===== src/rtl/imu_init_pkg.sv =====
`default_nettype none
// +--------------------------------------------------------------------+
// | imu_init_pkg                                                       |
// | Shared types, entry layout and default IMU register write table.   |
// | Rev 1.0                                                            |
// +--------------------------------------------------------------------+
package imu_init_pkg;

  typedef enum logic [2:0] {
    S_IDLE  = 3'd0,
    S_LOAD  = 3'd1,
    S_REQ   = 3'd2,
    S_WAIT  = 3'd3,
    S_POST  = 3'd4,
    S_NEXT  = 3'd5,
    S_DONE  = 3'd6,
    S_ERROR = 3'd7
  } state_t;

  localparam int ENTRY_W   = 24;
  localparam int FIELD_W   = 8;
  localparam int REG_LSB   = 16;
  localparam int DATA_LSB  = 8;
  localparam int DELAY_LSB = 0;
  localparam int MAX_CMDS  = 16;

  localparam logic [7:0] PWR_MGMT_1   = 8'h6B;
  localparam logic [7:0] ACCEL_CONFIG = 8'h1C;
  localparam logic [7:0] CONFIG       = 8'h1A;

  typedef logic [MAX_CMDS*ENTRY_W-1:0] table_t;

  function automatic logic [ENTRY_W-1:0] make_entry(input logic [7:0] reg_a,
                                                    input logic [7:0] data,
                                                    input logic [7:0] delay);
    return {reg_a, data, delay};
  endfunction

  // Entry 0 occupies the least significant slot.
  localparam table_t DEFAULT_TABLE = {
    {((MAX_CMDS-4)*ENTRY_W){1'b0}},
    make_entry(CONFIG,       8'h03, 8'd0),
    make_entry(ACCEL_CONFIG, 8'h00, 8'd0),
    make_entry(PWR_MGMT_1,   8'h01, 8'd10),
    make_entry(PWR_MGMT_1,   8'h80, 8'd100)
  };

endpackage
`default_nettype wire


===== src/rtl/imu_init_rom.sv =====
`default_nettype none
// +--------------------------------------------------------------------+
// | imu_init_rom                                                       |
// | Combinational index -> 24-bit {reg, data, delay} table lookup.     |
// | Rev 1.0                                                            |
// +--------------------------------------------------------------------+
module imu_init_rom
  import imu_init_pkg::*;
#(
  parameter table_t TABLE = DEFAULT_TABLE
) (
  input  logic [3:0]         i_index,
  output logic [ENTRY_W-1:0] o_entry
);

  always_comb begin
    o_entry = '0;
    for (int i = 0; i < MAX_CMDS; i++) begin
      if (i_index == 4'(i)) begin
        o_entry = TABLE[i*ENTRY_W +: ENTRY_W];
      end
    end
  end

endmodule
`default_nettype wire


===== src/rtl/imu_init_sequencer.sv =====
`default_nettype none
// +--------------------------------------------------------------------+
// | imu_init_sequencer                                                 |
// | Replays a register-write table into i2c_setup after power-up.      |
// | Optional watchdog: define SEQ_TIMEOUT_EN.                          |
// | Rev 1.0                                                            |
// +--------------------------------------------------------------------+
module imu_init_sequencer
  import imu_init_pkg::*;
#(
  parameter int         NUM_CMDS       = 4,
  parameter logic [6:0] DEVICE_ADDR    = 7'h68,
  parameter int         DELAY_UNIT     = 25000,
  parameter int         TIMEOUT_CYCLES = 2_500_000
) (
  input  logic       clock,
  input  logic       reset,
  input  logic       go,
  input  logic       i2c_done,
  output logic       i2c_start,
  output logic [6:0] device_address,
  output logic [7:0] register_address,
  output logic [7:0] data_out,
  output logic       busy,
  output logic       init_done,
  output logic       error,
  output logic [3:0] cmd_index
);

  localparam int               CNT_W  = $clog2(255*DELAY_UNIT+1);
  localparam logic [CNT_W-1:0] C_UNIT = CNT_W'(DELAY_UNIT);
  localparam logic [3:0]       C_LAST = 4'(NUM_CMDS-1);

  state_t             r_state;
  logic               r_done_meta;
  logic               r_done_sync;
  logic [CNT_W-1:0]   r_delay_cnt;
  logic [ENTRY_W-1:0] w_entry;

  assign device_address = DEVICE_ADDR;

  imu_init_rom u_rom (
    .i_index (cmd_index),
    .o_entry (w_entry)
  );

  // The writer idles with done high, so the synchronizer resets to 1 to
  // avoid a false acceptance on a go that closely follows reset.
  always_ff @(posedge clock or posedge reset) begin
    if (reset) begin
      r_done_meta <= 1'b1;
      r_done_sync <= 1'b1;
    end else begin
      r_done_meta <= i2c_done;
      r_done_sync <= r_done_meta;
    end
  end

`ifdef SEQ_TIMEOUT_EN
  localparam int              WD_W      = $clog2(TIMEOUT_CYCLES+1);
  localparam logic [WD_W-1:0] C_WD_LAST = WD_W'(TIMEOUT_CYCLES-1);
  logic [WD_W-1:0] r_wdog;
  logic            r_error;
  assign error = r_error;
`else
  assign error = 1'b0;
`endif

  always_ff @(posedge clock or posedge reset) begin
    if (reset) begin
      r_state          <= S_IDLE;
      i2c_start        <= 1'b0;
      register_address <= '0;
      data_out         <= '0;
      busy             <= 1'b0;
      init_done        <= 1'b0;
      cmd_index        <= '0;
      r_delay_cnt      <= '0;
`ifdef SEQ_TIMEOUT_EN
      r_wdog           <= '0;
      r_error          <= 1'b0;
`endif
    end else begin
      case (r_state)
        S_IDLE, S_DONE, S_ERROR: begin
          if (go) begin
            r_state   <= S_LOAD;
            busy      <= 1'b1;
            init_done <= 1'b0;
            cmd_index <= '0;
`ifdef SEQ_TIMEOUT_EN
            r_error   <= 1'b0;
`endif
          end
        end
        S_LOAD: begin
          register_address <= w_entry[REG_LSB +: FIELD_W];
          data_out         <= w_entry[DATA_LSB +: FIELD_W];
          r_delay_cnt      <= CNT_W'(w_entry[DELAY_LSB +: FIELD_W]) * C_UNIT;
          i2c_start        <= 1'b1;
          r_state          <= S_REQ;
`ifdef SEQ_TIMEOUT_EN
          r_wdog           <= '0;
`endif
        end
        S_REQ: begin
          if (!r_done_sync) begin
            i2c_start <= 1'b0;
            r_state   <= S_WAIT;
          end
        end
        S_WAIT: begin
          if (r_done_sync) begin
            r_state <= S_POST;
          end
        end
        S_POST: begin
          if (r_delay_cnt == '0) begin
            r_state <= S_NEXT;
          end else begin
            r_delay_cnt <= r_delay_cnt - CNT_W'(1);
          end
        end
        S_NEXT: begin
          if (cmd_index == C_LAST) begin
            r_state   <= S_DONE;
            busy      <= 1'b0;
            init_done <= 1'b1;
          end else begin
            cmd_index <= cmd_index + 4'd1;
            r_state   <= S_LOAD;
          end
        end
        default: r_state <= S_IDLE;
      endcase
`ifdef SEQ_TIMEOUT_EN
      // Later assignments here override the handshake branch above.
      if (r_state == S_REQ || r_state == S_WAIT) begin
        if (r_wdog == C_WD_LAST) begin
          r_state   <= S_ERROR;
          r_error   <= 1'b1;
          busy      <= 1'b0;
          i2c_start <= 1'b0;
        end else begin
          r_wdog <= r_wdog + WD_W'(1);
        end
      end
`endif
    end
  end

endmodule
`default_nettype wire

===== config.mk =====
export PLATFORM = sky130hd
export DESIGN_NAME = imu_init_sequencer
export DESIGN_NICKNAME = d
export VERILOG_FILES = /design/src/rtl/imu_init_pkg.sv /design/src/rtl/imu_init_rom.sv /design/src/rtl/imu_init_sequencer.sv
export SDC_FILE = /design/constraint.sdc
export NUM_CORES = 1
export LEC_CHECK = 0
export BUFFER_PORTS_ARGS = -buffer_cell sky130_fd_sc_hd__clkbuf_2
export CORE_MARGIN = 4
export CORE_UTILIZATION = 60
export CTS_CLUSTER_DIAMETER = 120
export DETAILED_ROUTE_END_ITERATION = 6
export HOLD_SLACK_MARGIN = 0.06
export PLACE_DENSITY = 0.82
export SLEW_MARGIN = 30
export SYNTH_ARGS = -nofsm -noshare
export SYNTH_HDL_FRONTEND = slang
export SYNTH_SLANG_ARGS = --single-unit

===== constraint.sdc =====
create_clock -name clock -period 5.1 [get_ports clock]
set_clock_uncertainty 0.1 [all_clocks]
set_input_delay 0.255 -clock clock [delete_from_list [all_inputs] [get_ports clock]]
set_output_delay 0.255 -clock clock [all_outputs]
set_load 0.005 [all_outputs]

Yosys cells after proc, flatten, opt, wreduce, memory -nomap -nowiden

Cells that the tools add are included.

Bits in registers: 51
Bits in latches: 0
Memory bits (writable): 0
ROM bits: 0
Bits of input ports: 4
Output and inout bits: 31
Memories kept: 0

$add $sub $neg: 2
Multipliers: 1
Div/mod/pow operators: 0
$lt $le $gt $ge: 0
Equality and inequality tests: 29
Shift operators: 0
Multiplexer cells: 35
Bitwise logic cells: 0
Reduce and logical (&&, ||, !) cells: 12

Operators by type and width:

| kind                  | count |
|---|---|
| $mux 23               | 17 |
| $pmux 23 s2           | 1 |
| $eq 4x4->1 const B    | 8 |
| $logic_not 23->1      | 1 |
| $sub 23x1->23 const B | 1 |
| $mul 8x12->20 const B | 1 |
| $pmux 3 s6            | 1 |
| $eq 4x3->1 const B    | 4 |
| $mux 3                | 5 |
| $ne 2x2->1 const B    | 7 |
| $eq 3x3->1 const B    | 4 |
| $eq 4x2->1 const B    | 2 |
| $mux 4                | 2 |
| $pmux 4 s2            | 1 |
| $eq 3x2->1 const B    | 2 |
| $pmux 1 s2            | 3 |
| $reduce_and 3->1      | 2 |
| $reduce_bool 2->1     | 3 |
| $mux 1                | 5 |
| $add 4x1->4 const B   | 1 |
| $eq 4x1->1 const B    | 1 |
| $logic_not 4->1       | 1 |
| $reduce_and 2->1      | 2 |
| $reduce_and 4->1      | 1 |
| 3 further kinds       | 3 |

Depth between registers and ports, before layout

Depth in word-level cells: 19
Mapped depth: 12

Cells and area by module

Synthesis repeated with hierarchy kept, for this count alone.

Cell total of the unflattened synthesis: 501
Area, all modules: 4327.9 um2

Modules (own cells, without submodules):

| module             | instances | cells each | area each (um2) |
|---|---|---|---|
| imu_init_sequencer | 1         | 475        | 4144.0 |
| imu_init_rom       | 1         | 26         | 183.9 |

Worst setup path before layout

No wires, ideal clock.

Path type: flip-flop to flip-flop
From: register cmd_index[0]
To: register r_delay_cnt[15]
Setup time: 0.126 ns
Data arrival time: 2.699 ns
Path slack: 2.174 ns
Stages on the path, launching flop included: 12
Path buffers: 2
Cells stage by stage: dfrtp_1 ha_1 buf_6 or4_4 or3b_1 buf_6 ha_1 nand2b_1 a21oi_1 a31oi_1 a32oi_1 o21ai_1

Cells in the longest elaborated chain, start to end: 19
Elaborated cells between the ends (all ways): 34
Those cells by class: mul (1); eq/ne (15); mux (17); reduce/logical (1)

Ends and longest elaborated chain:

| what                   | line                      | RTL |
|---|---|---|
| from (decl)            | imu_init_sequencer.sv:27  | `output logic [3:0] cmd_index` |
| from (signal assigned) | imu_init_sequencer.sv:130 | `cmd_index <= cmd_index + 4'd1;` |
| $logic_not 4->1        | imu_init_rom.sv:19        | `if (i_index == 4'(i)) begin` |
| $mux 23 (15 in series) | imu_init_rom.sv:19        |  |
| $mux 23 *              | imu_init_rom.sv:19        |  |
| $mul 8x12->20 *        | imu_init_sequencer.sv:99  | `r_delay_cnt <= CNT_W'(w_entry[DELAY_LSB +: FIELD_W]) * C_UNIT;` |
| $pmux 23 s2 *          | imu_init_sequencer.sv:84  | `case (r_state)` |
| to (signal assigned)   | imu_init_sequencer.sv:99  |  |
| to (signal assigned)   | imu_init_sequencer.sv:121 | `r_delay_cnt <= r_delay_cnt - CNT_W'(1);` |
| to (decl)              | imu_init_sequencer.sv:37  | `logic [CNT_W-1:0] r_delay_cnt;` |

Mark *: on every way between the ends. The rest lies on a longest branch, timed or not.
A chain may end at the register's enable or synchronous reset.

Worst setup path in the final report

Same ends and word-level chain as after synthesis.

==> metrics.md <==
| Metric | Value |
|---|---|
| Routed via count divided by cell count | 6.21 |
| Violation count after the first detailed-routing iteration | 291 |
| Post-synthesis average cell area | 8.57 sq um |
| Setup slack on the worst flop-to-flop path | 1.87 ns |
| Longest Clk Path Bufs | 2 |
| Total Power Consumption | 2.01 mW |
| Total setup violations reported at the end of the flow | 0 |
| Total number of clock tree sinks | 43 |
| Main combinational cell family by area after synthesis | compound AO/OA/AOI/OAI gates |
| Count of cells along the worst register-to-register path | 10 |
| Gr usage total | 0.209 |
| Post-DP HPWL | 4.32 mm |
| Synth async-reset ratio | 1.00 |
| Clock Pin Slew Worst Setup and Hold Paths | 0.08 ns |
| Per-cell routed wire length | 15.3 um |
| Logic pwr share | 0.584 |
| Portion of the clock cycle consumed by the worst path in the final layout | 0.634 |
| Post-Syn Instances | 335 |
| 1st-pass router iterations | 5 |
| Synth Register Bits | 43 |
| Compound-Gate Fraction of Synth Area | 0.237 |
| Final critical path time including I/O delays and setup | 3.23 ns |
| Num rows | 24 |
| Biggest area contributors in the synthesized netlist | dfrtp_1 36%, o21ai_0 5.9%, ha_1 5.2%, nand2_1 5.2%, buf_4 4.4% |
| Die Wd | 77.2 um |
| Worst-margin pin slew | 0.790 ns |
| Final hold violation count | 0 |
| Synth area leader | dfrtp_1 |
| Net switching fraction of the power | 0.482 |
| Portion of total power attributed to sequential cells | 0.312 |
| Number of global-route vias before repair | 2,176 |
| Antenna violations before repair | 0 |
| Relative slew slack | 0.473 |
| Net switching power of the design | 970 uW |
| Proportion of synthesized area in mux cells | 0.00349 |
| Nature of the critical path endpoint | flip-flop |
| Largest voltage drop on the vdd net | 330 uV |
| Post-Syn Area | 2870 sq um |
| Sequential cell area fraction in the yosys report | 0.376 |
| GP Congestion | 0.908 |
| Via count | 2,464 |
| Power density relative to cell area | 671 nW/um^2 |
| GR Overflow Total | 0 |
| Starting density of the core | 0.637 |
| Flip-flop cell with the highest count after synthesis | dfrtp_1 |
| Number of enable-type register cells in the synthesized netlist | 0 |
| Cts-stage hold buffer count | 2 |
| Aggregate negative setup slack | 0 ns |
| Internal | 1.04 mW |
| Area of combinational cells with multiple inputs | 1580 sq um |
| Critical path class | flip-flop to flip-flop |
| Area share of the largest cell type after synthesis | 0.357 |
| I/O pin count | 35 |
| Post-synthesis share of cell area spent on full adders, half adders and majority gates | 0.0523 |
| Filler Cell Count | 384 |
| Warnings, synthesis | 0 |
| Fmax | 0.309 GHz |
| Commonest cells after routing, fill and taps aside | 41 x dfrtp_1, 40 x nand2_1, 34 x o21ai_0, 25 x a21oi_1, 23 x nor2_1 |
| Reg-to-reg critical path endpoint | r_delay_cnt[15]$_DFFE_PP0P_ |
| Total of cells resized after clock tree synthesis | 0 |
| Pin count of the biggest net entering global routing | 44 |
| Sequential cell area in the final layout | 1080 sq um |
| IO buf count | 20 |
| Critical path launch point type | flip-flop |
| Post-detailed-route count of antenna-violating nets | 0 |
| Capturing element of the worst setup path | r_delay_cnt[15]$_DFFE_PP0P_ |
| Unrepaired setup endpoints after global routing | no |
| Startpoint of the most critical setup path | cmd_index[0]$_DFFE_PP0P_ |
| Data arrival time of the critical path | 3.28 ns |
| Clk network pwr share | 0.104 |
| Layout net count | 360 |
| Total Routed Length | 6.09 mm |
| Most common library cell in the layout ignoring fill and taps | dfrtp_1 |
| CTS tree | built |
| Number of diodes added for antenna fixing | 0 |
| Clk Tree Root Cell | clkbuf_8 |
| CP Data Required Time | 5.14 ns |
| Share of post-route cells with drive strength above 1 | 0.128 |
| Die Footprint | 5950 sq um |
| Die H | 77.2 um |
| Kind of path behind the tightest hold check | input port to flip-flop |
| Status | finished, final reports clean |
| Reported leakage power | 1.31 nW |
| Area growth from synthesis to final layout | 4.32% |
| Synth cell types | 68 |
| Clock buffer count from CTS | 5 |
| Total DRC errors in the routed layout | 0 |
| Count of final max-slew check failures | 0 |
| Worst reg2reg startpoint | cmd_index[0]$_DFFE_PP0P_ |
| Core area | 4500 sq um |
| First-pass GRT wire length | 10.4 mm |
| # Max-Cap Violations | 0 |
| Post-synthesis share of cell area spent on xor and xnor gates | 0.0209 |
| Post-CTS Setup Inserts | 0 |
| Worst Path Max Fanout | 10 |
| Fraction of the mapped netlist area in simple logic gates | 0.219 |
| Maximum level of the CTS H-tree | 2 |
| Worst-Skew Late Latency | 0.29 ns |
[power by group through the flow]
stage	logic, mW	clock network, mW	registers (mW)
floorplan	1.00	0	0.557
global placement	1.11	0	0.620
detailed placement	1.16	0	0.630
CTS	1.16	0.216	0.623
global route	1.30	0.236	0.649
finish	1.17	0.209	0.626
[cells in the mapped netlist, drive strengths merged (4+ instances only)]
cell type  number
nand2          40
and2            4
o22a            4
nor2b           5
o21ai          36
o211ai          4
nor3            6
or3b            4
a21oi          26
nand3           7
a31oi           6
o31ai           5
buf            23
clkbuf         12
inv            11
dfrtp          41
ha             12
nor2           23
[worst max-delay path, cell delays in order (launching register included)]
cell,delay [ns]
dfrtp_1,0.47
ha_1,0.34
or4_4,0.52
or3b_1,0.55
inv_1,0.20
ha_1,0.27
xnor2_1,0.14
a21oi_1,0.08
a31oi_1,0.19
o211a_1,0.16
o21ai_1,0.06
[how the worst min path moves through the flow]
stage,startpoint,to,slack [ns],cells after the start
after floorplan,i2c_done,r_done_meta$_DFF_PP1_,0.16,0
after global placement,i2c_done,r_done_meta$_DFF_PP1_,0.24,1
after detailed placement,i2c_done,r_done_meta$_DFF_PP1_,0.25,1
after CTS,go,init_done$_DFFE_PP0P_,0.23,4
after global routing,go,busy$_DFFE_PP0P_,0.24,3
final,go,init_done$_DFFE_PP0P_,0.24,4
[per-stage QoR]
stage          cells  utilization  worst slack, ns  hold slack (ns)  area, sq um
2_1_floorplan    347            -             2.17            0.159         2920
3_3_place_gp     387        0.641             2.03            0.243         2890
3_5_place_dp     387        0.641             1.91            0.245         2890
4_1_cts          397        0.665             1.89            0.228         2990
5_1_grt          397        0.665             1.60            0.236         2990
6_report         397        0.665             1.87            0.238         2990
[cell families (layout without fill, tap and decap cells)]
group	count (synthesis)	after routing
multiplexers	1	1
buffers and inverters	46	44
adder cells (fa/ha/maj)	12	12
AND/OR/NAND/NOR	118	118
other	2	14
AO/OA/AOI/OAI	107	107
flip-flops	43	43
XOR/XNOR	6	6
[sequential cells by signal, indices dropped and copies added (netlist names)]
signal,count
data_out,3
r_done_sync,1
i2c_start,1
r_state,3
r_delay_cnt,23
r_done_meta,1
busy,1
register_address,5
init_done,1
cmd_index,4
[per-layer routing]
metal | track usage | up-vias | wire length [um]
li1 | - | 1194 | -
met1 | 0.310 | 1158 | 2890
met2 | 0.311 | 101 | 2710
met3 | 0.0328 | 11 | 394
met4 | 0.0676 | 0 | 93
met5 | 0 | - | 0
[area by class of cell]
class	count	share of cell area
inverter	11	0.0138
tap	52	0.0217
timing repair buffer	25	0.0476
sequential	43	0.360
clock buffer	6	0.0242
multi-input combinational	258	0.528
clock inverter	2	0.00418
No activity file was read; power rests on OpenSTA's default activity.
